### config.mk
export PLATFORM = sky130hd
export DESIGN_NAME = data_ram_sync
export DESIGN_NICKNAME = d
export VERILOG_FILES = /design/src/rtl/dataram_pkg.sv /design/src/rtl/load_extend.sv /design/src/rtl/data_ram_sync.sv
export SDC_FILE = /design/constraint.sdc
export NUM_CORES = 2
export LEC_CHECK = 0
export BUFFER_PORTS_ARGS = -buffer_cell sky130_fd_sc_hd__buf_2
export CAP_MARGIN = 20
export CORE_MARGIN = 5
export CORE_UTILIZATION = 37
export DETAILED_ROUTE_END_ITERATION = 7
export REMOVE_ABC_BUFFERS = 1
export SYNTH_ARGS = -nofsm -noshare
export SYNTH_HDL_FRONTEND = slang
export SYNTH_SLANG_ARGS = --single-unit
### constraint.sdc
create_clock -name clk -period 12.8 [get_ports clk]
set_input_delay 1.28 -clock clk [delete_from_list [all_inputs] [get_ports clk]]
set_output_delay 1.28 -clock clk [all_outputs]
set_load 0.03 [all_outputs]
### src/rtl/dataram_pkg.sv
// Shared types and lane-mask helpers for the data RAM and its load path.
// Combinational definitions only; no latency, no flow control.
// Used by data_ram_sync and load_extend.
package dataram_pkg;

    typedef enum logic [1:0] {
        ACC_WORD = 2'b00,
        ACC_HALF = 2'b01,
        ACC_BYTE = 2'b10,
        ACC_RSVD = 2'b11
    } acc_t;

    typedef enum logic {
        ST_CLEAR = 1'b0,
        ST_IDLE  = 1'b1
    } state_t;

    localparam logic [3:0] LANES_NONE    = 4'b0000;
    localparam logic [3:0] LANES_ALL     = 4'b1111;
    localparam logic [3:0] LANES_HALF_LO = 4'b0011;
    localparam logic [3:0] LANES_HALF_HI = 4'b1100;
    localparam logic [3:0] LANES_BYTE0   = 4'b0001;

    // Offset bits below the access size are ignored; the caller decides rejection.
    function automatic logic [3:0] lane_mask(input acc_t acc, input logic [1:0] off);
        case (acc)
            ACC_WORD: return LANES_ALL;
            ACC_HALF: return off[1] ? LANES_HALF_HI : LANES_HALF_LO;
            ACC_BYTE: return LANES_BYTE0 << off;
            default:  return LANES_NONE;
        endcase
    endfunction

endpackage

### src/rtl/load_extend.sv
// Selects the addressed byte/half of a 32-bit word and sign- or zero-extends it.
// Purely combinational, zero latency; no flow control.
// Word and reserved accesses pass the word through unchanged.
module load_extend
    import dataram_pkg::*;
(
    input  logic [31:0] word,
    input  logic [1:0]  acc,
    input  logic [1:0]  offset,
    input  logic        load_unsigned,
    output logic [31:0] result
);

    logic [7:0]  byte_sel;
    logic [15:0] half_sel;

    always_comb begin
        byte_sel = word[7:0];
        case (offset)
            2'd0: byte_sel = word[7:0];
            2'd1: byte_sel = word[15:8];
            2'd2: byte_sel = word[23:16];
            2'd3: byte_sel = word[31:24];
            default: byte_sel = word[7:0];
        endcase
        half_sel = offset[1] ? word[31:16] : word[15:0];
    end

    always_comb begin
        result = word;
        case (acc_t'(acc))
            ACC_HALF: result = {{16{~load_unsigned & half_sel[15]}}, half_sel};
            ACC_BYTE: result = {{24{~load_unsigned & byte_sel[7]}}, byte_sel};
            default:  result = word;
        endcase
    end

endmodule

### src/rtl/data_ram_sync.sv
// Byte-addressable 32-bit data RAM with word/half/byte access and post-reset clear sweep.
// Loads: 1-cycle latency to Data_out/rd_valid; stores: no response. req_ready low only while clearing.
// Optional alignment checking via macro DATARAM_ALIGN_CHECK_EN.
module data_ram_sync
    import dataram_pkg::*;
#(
    parameter int ADDR_W       = 6,
    parameter bit CLEAR_ON_RST = 1'b1
) (
    input  logic              clk,
    input  logic              rst,
    input  logic              req_valid,
    output logic              req_ready,
    input  logic              write_en,
    input  logic [1:0]        AccessType,
    input  logic              load_unsigned,
    input  logic [ADDR_W+1:0] addr,
    input  logic [31:0]       Data_in,
    output logic [31:0]       Data_out,
    output logic              rd_valid,
    output logic              misalign_err
);

    localparam int DEPTH = 2 ** ADDR_W;
    localparam logic [ADDR_W-1:0] LAST_IDX = '1;

    logic [31:0]       mem [DEPTH];
    state_t            state_q, state_d;
    logic [ADDR_W-1:0] clr_cnt;
    logic              clr_we;

    acc_t              acc;
    logic [ADDR_W-1:0] widx;
    logic [1:0]        off;
    logic              accept, reject, do_store, do_load;
    logic [3:0]        wmask;
    logic [31:0]       wdata;
    logic [31:0]       rd_word, ld_result;

    assign acc  = acc_t'(AccessType);
    assign widx = addr[ADDR_W+1:2];
    assign off  = addr[1:0];

`ifdef DATARAM_ALIGN_CHECK_EN
    assign reject = (acc == ACC_RSVD)
                 || (acc == ACC_HALF && off[0])
                 || (acc == ACC_WORD && off != 2'b00);
`else
    assign reject = (acc == ACC_RSVD);
`endif

    assign accept   = req_valid && req_ready;
    assign do_store = accept && write_en && !reject;
    assign do_load  = accept && !write_en && !reject;
    assign wmask    = lane_mask(acc, off);

    always_comb begin
        wdata = Data_in;
        case (acc)
            ACC_BYTE: wdata = {4{Data_in[7:0]}};
            ACC_HALF: wdata = {2{Data_in[15:0]}};
            default:  wdata = Data_in;
        endcase
    end

    always_comb begin
        state_d   = state_q;
        req_ready = 1'b0;
        clr_we    = 1'b0;
        case (state_q)
            ST_CLEAR: begin
                clr_we = 1'b1;
                if (clr_cnt == LAST_IDX) state_d = ST_IDLE;
            end
            ST_IDLE: req_ready = 1'b1;
            default: state_d = ST_IDLE;
        endcase
    end

    always_ff @(posedge clk) begin
        if (rst) begin
            state_q <= CLEAR_ON_RST ? ST_CLEAR : ST_IDLE;
            clr_cnt <= '0;
        end else begin
            state_q <= state_d;
            if (clr_we) clr_cnt <= clr_cnt + 1'b1;
        end
    end

    // Array has no reset; reset only blocks writes on the edge it is asserted.
    always_ff @(posedge clk) begin
        if (!rst) begin
            if (clr_we) begin
                mem[clr_cnt] <= '0;
            end else if (do_store) begin
                for (int i = 0; i < 4; i++) begin
                    if (wmask[i]) mem[widx][8*i +: 8] <= wdata[8*i +: 8];
                end
            end
        end
    end

    assign rd_word = mem[widx];

    load_extend u_load_extend (
        .word          (rd_word),
        .acc           (AccessType),
        .offset        (off),
        .load_unsigned (load_unsigned),
        .result        (ld_result)
    );

    always_ff @(posedge clk) begin
        if (rst) begin
            Data_out <= '0;
            rd_valid <= 1'b0;
        end else begin
            rd_valid <= do_load;
            if (do_load) Data_out <= ld_result;
        end
    end

`ifdef DATARAM_ALIGN_CHECK_EN
    logic err_q;

    always_ff @(posedge clk) begin
        if (rst) err_q <= 1'b0;
        else     err_q <= accept && reject;
    end

    assign misalign_err = err_q;
`else
    assign misalign_err = 1'b0;
`endif

endmodule

After elaboration in Yosys (flattened, before gate mapping)
Memory sizes are Yosys's and may differ from the RTL's.
Index checks and enable logic that the tools add are counted.
Word-level totals
  input port bits: 47
  logic and storage cells: 62
  memories: 1
  output and inout port bits: 35
  register bits: 40
  RAM bits: 2048
Memory list
  mem: words 64, bits a word 32, read ports 1, clocked after Yosys merged registers in 0, write ports 1, line data_ram_sync.sv:27  | logic [31:0] mem [DEPTH];
Operators by class
  equality and inequality tests: 7
  muxes and demuxes: 35
  add/subtract/negate cells: 1
  bitwise gates (word level): 3
  reductions and logical operators: 10
  shift-type cells: 1
Operators with widths (number)
  one-hot mux 32 bit (2 select lines): 2
  two-way mux 32 bit: 1
  one-hot mux 8 bit (4 select lines): 1
  OR reduction 32 bit: 1
  two-way mux 1 bit: 26
  two-way mux 16 bit: 1
  one-hot mux 4 bit (3 select lines): 1
  equality test 2 bit, second input constant: 4
  two-way mux 4 bit: 2
  adder 6 x 1 -> 6 bit, second input constant: 1
  equality test 6 bit, second input constant: 1
  two-way mux 6 bit: 1
  logical AND 1 bit: 5
  equality test 2 x 1 -> 1 bit, second input constant: 2
  zero test 2 bit: 2
  << shifter 1 x 2 -> 4 bit, first input constant: 1
  AND 1 bit: 2
  zero test 1 bit: 2
  inverter 1 bit: 1

Longest topological paths before layout
  word-level depth: 10
  mapped depth: 15
  gate-level depth less buffers: 10

Hierarchy
Synthesis repeated with hierarchy kept, for this count alone.
Unflattened totals
  cell total of the unflattened synthesis: 4236
  area total of the unflattened synthesis: 82437.8 sq um
By module, submodules not included
  data_ram_sync: times used 1, area an instance 81757.2 sq um, cells each 4134, seq. area each 62299.8 sq um
  load_extend: times used 1, area an instance 680.7 sq um, cells each 102, seq. area each 0.0 sq um

Least setup slack after synthesis
OpenSTA, ideal clock, no wires.
  path kind: input port to flip-flop
  start point: input port AccessType[0]
  end point: memory mem[0][26], data pin
  setup slack: 6725 ps
  data required time: 12119 ps
  arrival: 5394 ps
  setup time: 681 ps
  stages: 8
  cells stage by stage: ha_1 > nand3b_1 > or3b_2 > clkbuf_1 > a31o_2 > clkbuf_1 > buf_1 > nor3_1
On the way
  word-level cells in the longest chain between the ends: 9
  elaborated cells on any way between the ends: 30
Ends and longest elaborated chain
  start: declaration: line data_ram_sync.sv:15  | input logic [1:0] AccessType,
  equality test 2 bit (tied with other cells): line dataram_pkg.sv:26, data_ram_sync.sv:59
  one-hot mux 4 bit (3 select lines) / zero test 1 bit (equally long branches): line dataram_pkg.sv:26, data_ram_sync.sv:53
  two-way mux 1 bit / logical AND 1 bit (equally long branches): line data_ram_sync.sv:97, data_ram_sync.sv:53
  two-way mux 1 bit: line data_ram_sync.sv:95  | end else if (do_store) begin
  two-way mux 1 bit: line data_ram_sync.sv:93  | if (clr_we) begin
  two-way mux 1 bit: line data_ram_sync.sv:92  | if (!rst) begin
  two-way mux 1 bit (implied by the code): line data_ram_sync.sv:97  | if (wmask[i]) mem[widx][8*i +: 8] <= wdata[8*i +: 8];
  OR reduction 32 bit (no line)
  two-way mux 32 bit (no line) *
  end: declaration: line data_ram_sync.sv:27
Every way passes the cells marked *; elsewhere a longest branch is shown, timed or not.

Final worst setup path
  start point: input port addr[2]
  end point: register Data_out[20]
On the way
  word-level cells in the longest chain between the ends: 4
  elaborated cells on any way between the ends: 6
Ends and longest elaborated chain
  start: declaration: line data_ram_sync.sv:17  | input logic [ADDR_W+1:0] addr,
  memory read (64 x 32 bit) *
  one-hot mux 8 bit (4 select lines) / two-way mux 16 bit (equally long branches): line load_extend.sv:19, load_extend.sv:26
  AND 1 bit, on equally long branches: line load_extend.sv:33, load_extend.sv:32
  one-hot mux 32 bit (2 select lines) *: line load_extend.sv:31  | case (acc_t'(acc))
  end signal: assignment: line data_ram_sync.sv:119  | if (do_load) Data_out <= ld_result;
  end: declaration: line data_ram_sync.sv:19  | output logic [31:0] Data_out,
Marked as above.
A chain may end at the register's enable or synchronous reset.

==> metrics <==
Min-Delay Endpoint Data_out[11]; CTS Buf Count 206; number of port buffers 80; R2R Path Start state_q; full die area 0.2305 sq mm; Synth cell types 62; Die Span X 480.1 um; # setup viols final 0; antenna violations before repair 18; FF-to-FF path depth 7; Reg2Reg Capture Point mem[28][30]; fin. max-slew vios 0; dpl hpwl 131,900 um; Yosys warnings 0; Yosys reg bits 2,088; fillers 18,951; post-route ant nets 0; CTS Buffer Depth 3; hold depth 2; Reg area 0.06230 sq mm; Worst Setup Path Type in -> reg; Worst setup EP type flip-flop; crit path DAT 6.55 ns; CTS tree yes; Post-Synthesis Cells 3,827; CP Data Required Time 13.44 ns; outcome finished, final reports clean; FP Rows 172; Post-Route Utilization 0.4198; final hold vios 0; peak supply drop 0.1230 mV; Initial DRC Count 4,668; first-pass GRT wire length 301,400 um; Clock Sink Count 2,088; clk slew on worst S/H paths 0.07 ns; io pins 82; drt total wl 210,600 um; Area growth syn-to-layout 12.82%; share of cells above drive strength 1 0.2650; TritonRoute pass-1 iters 5; syn_area_per_cell 21.37 sq um; Min Clock Period, post-route 5.915 ns; cts hold-fix bufs 0; asr flop ratio synth 0; RSZ-0062 raised after global routing no; All-Layer GR Usage 0.1801; type of the worst min-delay path reg -> reg; Crit Path Max Fanout 87; Placeable Area 0.2197 sq mm; Post-synth EDFFs 2,048; Max Cap Violations 0; htree depth 4; GPL Wtd Cong 0.8740; Overflow after GRT 0; f_max 169.1 MHz; total number of vias 39,764; Worst setup SP type input pin; starting density of the core 0.3721; Die Y 480.1 um; leakage 32.87 nW; largest cells by area after synthesis edfxtp_1 75%, mux4_2 16%, nor2_1 1.7%, dfxtp_1 0.98%, a22oi_1 0.75%; cell taking the most area after synthesis edfxtp_1; Remaining DRCs 0; Clock Skew 0.03018 ns; CTS root buf clkbuf_16; Synth Flop Type edfxtp_1; sequential area share after synthesis 0.7619; top-area cell type share of the netlist area 0.7521; Avg WL per Cell 29.61 um; Pwr per Cell Area 149.3 mW/mm^2; Layout Nets 4,026; hold_sp Data_out[11]; Tcrit/Tclk final 0.4621; Reg2Reg Setup Slack 7.36 ns; worst skew pair latency 0.82 ns; largest net degree at the start of global routing 90; number of global-route vias before repair 40,230; Rel. slew slack 0.2159; total power 13.77 mW; Post-CTS Resized 0; Final TNS setup 0 ns; worst slew pin tran 1.176 ns; mapped cell area 0.08177 sq mm; area of the multi-input gates 0.01851 sq mm; setup repair bufs after CTS 0; vias per cell 5.593
## power breakdown
part,internal (mW),switching (mW)
Sequential,7.41,0.00599
Combinational,0.149,0.303
Clock,3.39,2.51
Total,10.9,2.82
## cells in the mapped netlist (21+ instances only)
master / n
dfxtp_1: 40
a22o_1: 26
buf_2: 40
a21oi_1: 36
buf_4: 30
nand2_1: 111
clkbuf_1: 113
mux2i_1: 41
a22oi_1: 82
mux4_2: 568
buf_6: 21
edfxtp_1: 2048
nor2_1: 376
a211oi_1: 23
a221oi_1: 35
## metrics by stage
step / hold slack (ns) / instance area, sq um / worst slack [ns] / instances
4_1_cts: 0.5047 / 92220 / 6.818 / 7104
3_3_place_gp: 0.4830 / 85630 / 6.068 / 6721
6_report: 0.5053 / 92250 / 6.885 / 7110
3_5_place_dp: 0.4881 / 85660 / 5.966 / 6722
5_1_grt: 0.5126 / 92250 / 6.523 / 7109
2_1_floorplan: 0.5278 / 80530 / 7.028 / 3600
## final cells by class
| class | instances | area share |
|---|---|---|
| clock inverters | 121 | 0.01112 |
| clock buffers | 261 | 0.06004 |
| flip-flops and latches | 2088 | 0.6753 |
| repair buffers | 165 | 0.01223 |
| diodes | 5 | 0.0001356 |
| inverters | 10 | 0.0004069 |
| well taps | 2958 | 0.04012 |
| multi-input cells | 1502 | 0.2006 |
## placed cells by master, fill, tap and decap left out, drive strengths merged, types with 12 or more instances in the layout
cell	netlist	routed
bufinv	0	17
nor2	376	376
a21oi	36	36
nand2	111	111
o21ai	12	12
clkbuf	113	262
inv	10	15
nor3	20	20
clkinv	0	91
a221oi	37	37
and2	15	15
mux4	574	574
o22ai	12	12
a22oi	82	82
a211oi	23	23
edfxtp	2048	2048
buf	114	163
mux2i	41	41
dfxtp	40	40
mux2	19	19
a22o	26	26
## worst max path at each step
| stage | startpoint | to | slack [ns] | depth (start not counted) |
|---|---|---|---|---|
| after floorplan | AccessType[0] | mem[0][24] | 7.03 | 5 |
| after global placement | addr[2] | Data_out[21] | 6.07 | 12 |
| after detailed placement | addr[2] | Data_out[21] | 5.97 | 12 |
| after CTS | addr[2] | Data_out[21] | 6.82 | 12 |
| after global routing | addr[2] | Data_out[20] | 6.52 | 12 |
| final | addr[2] | Data_out[20] | 6.88 | 12 |
## sequential cells by signal, indices dropped and copies added (netlist names)
name      flops
Data_out     32
clr_cnt       6
mem        2048
rd_valid      1
state_q       1
## kinds of logic after synthesis
group / synth area share
simple gates: 0.02816
fa+ha+maj: 0.0009181
xor+xnor: 0.0004285
buf+inv: 0.01561
other cells: 0.00004586
mux: 0.1660
compound gates: 0.02692
flops: 0.7619
## critical path: stages
cell and delay (ns):
buf_8 0.44, buf_12 0.57, buf_12 0.55, mux4_2 0.60
a22oi_1 0.31, a21oi_1 0.13, a2111oi_0 0.77, buf_4 0.27
o41a_1 0.25, nor2b_1 0.11, o211ai_2 0.72, a211oi_1 0.19
## per-layer routing
layer	up-vias	GRT usage	wire (um)
li1	16342	-	-
met1	21336	0.2484	85920
met2	1694	0.2801	98360
met3	388	0.03057	14550
met4	4	0.08702	11700
met5	-	0	25
Power figures use the tool's default switching activity.
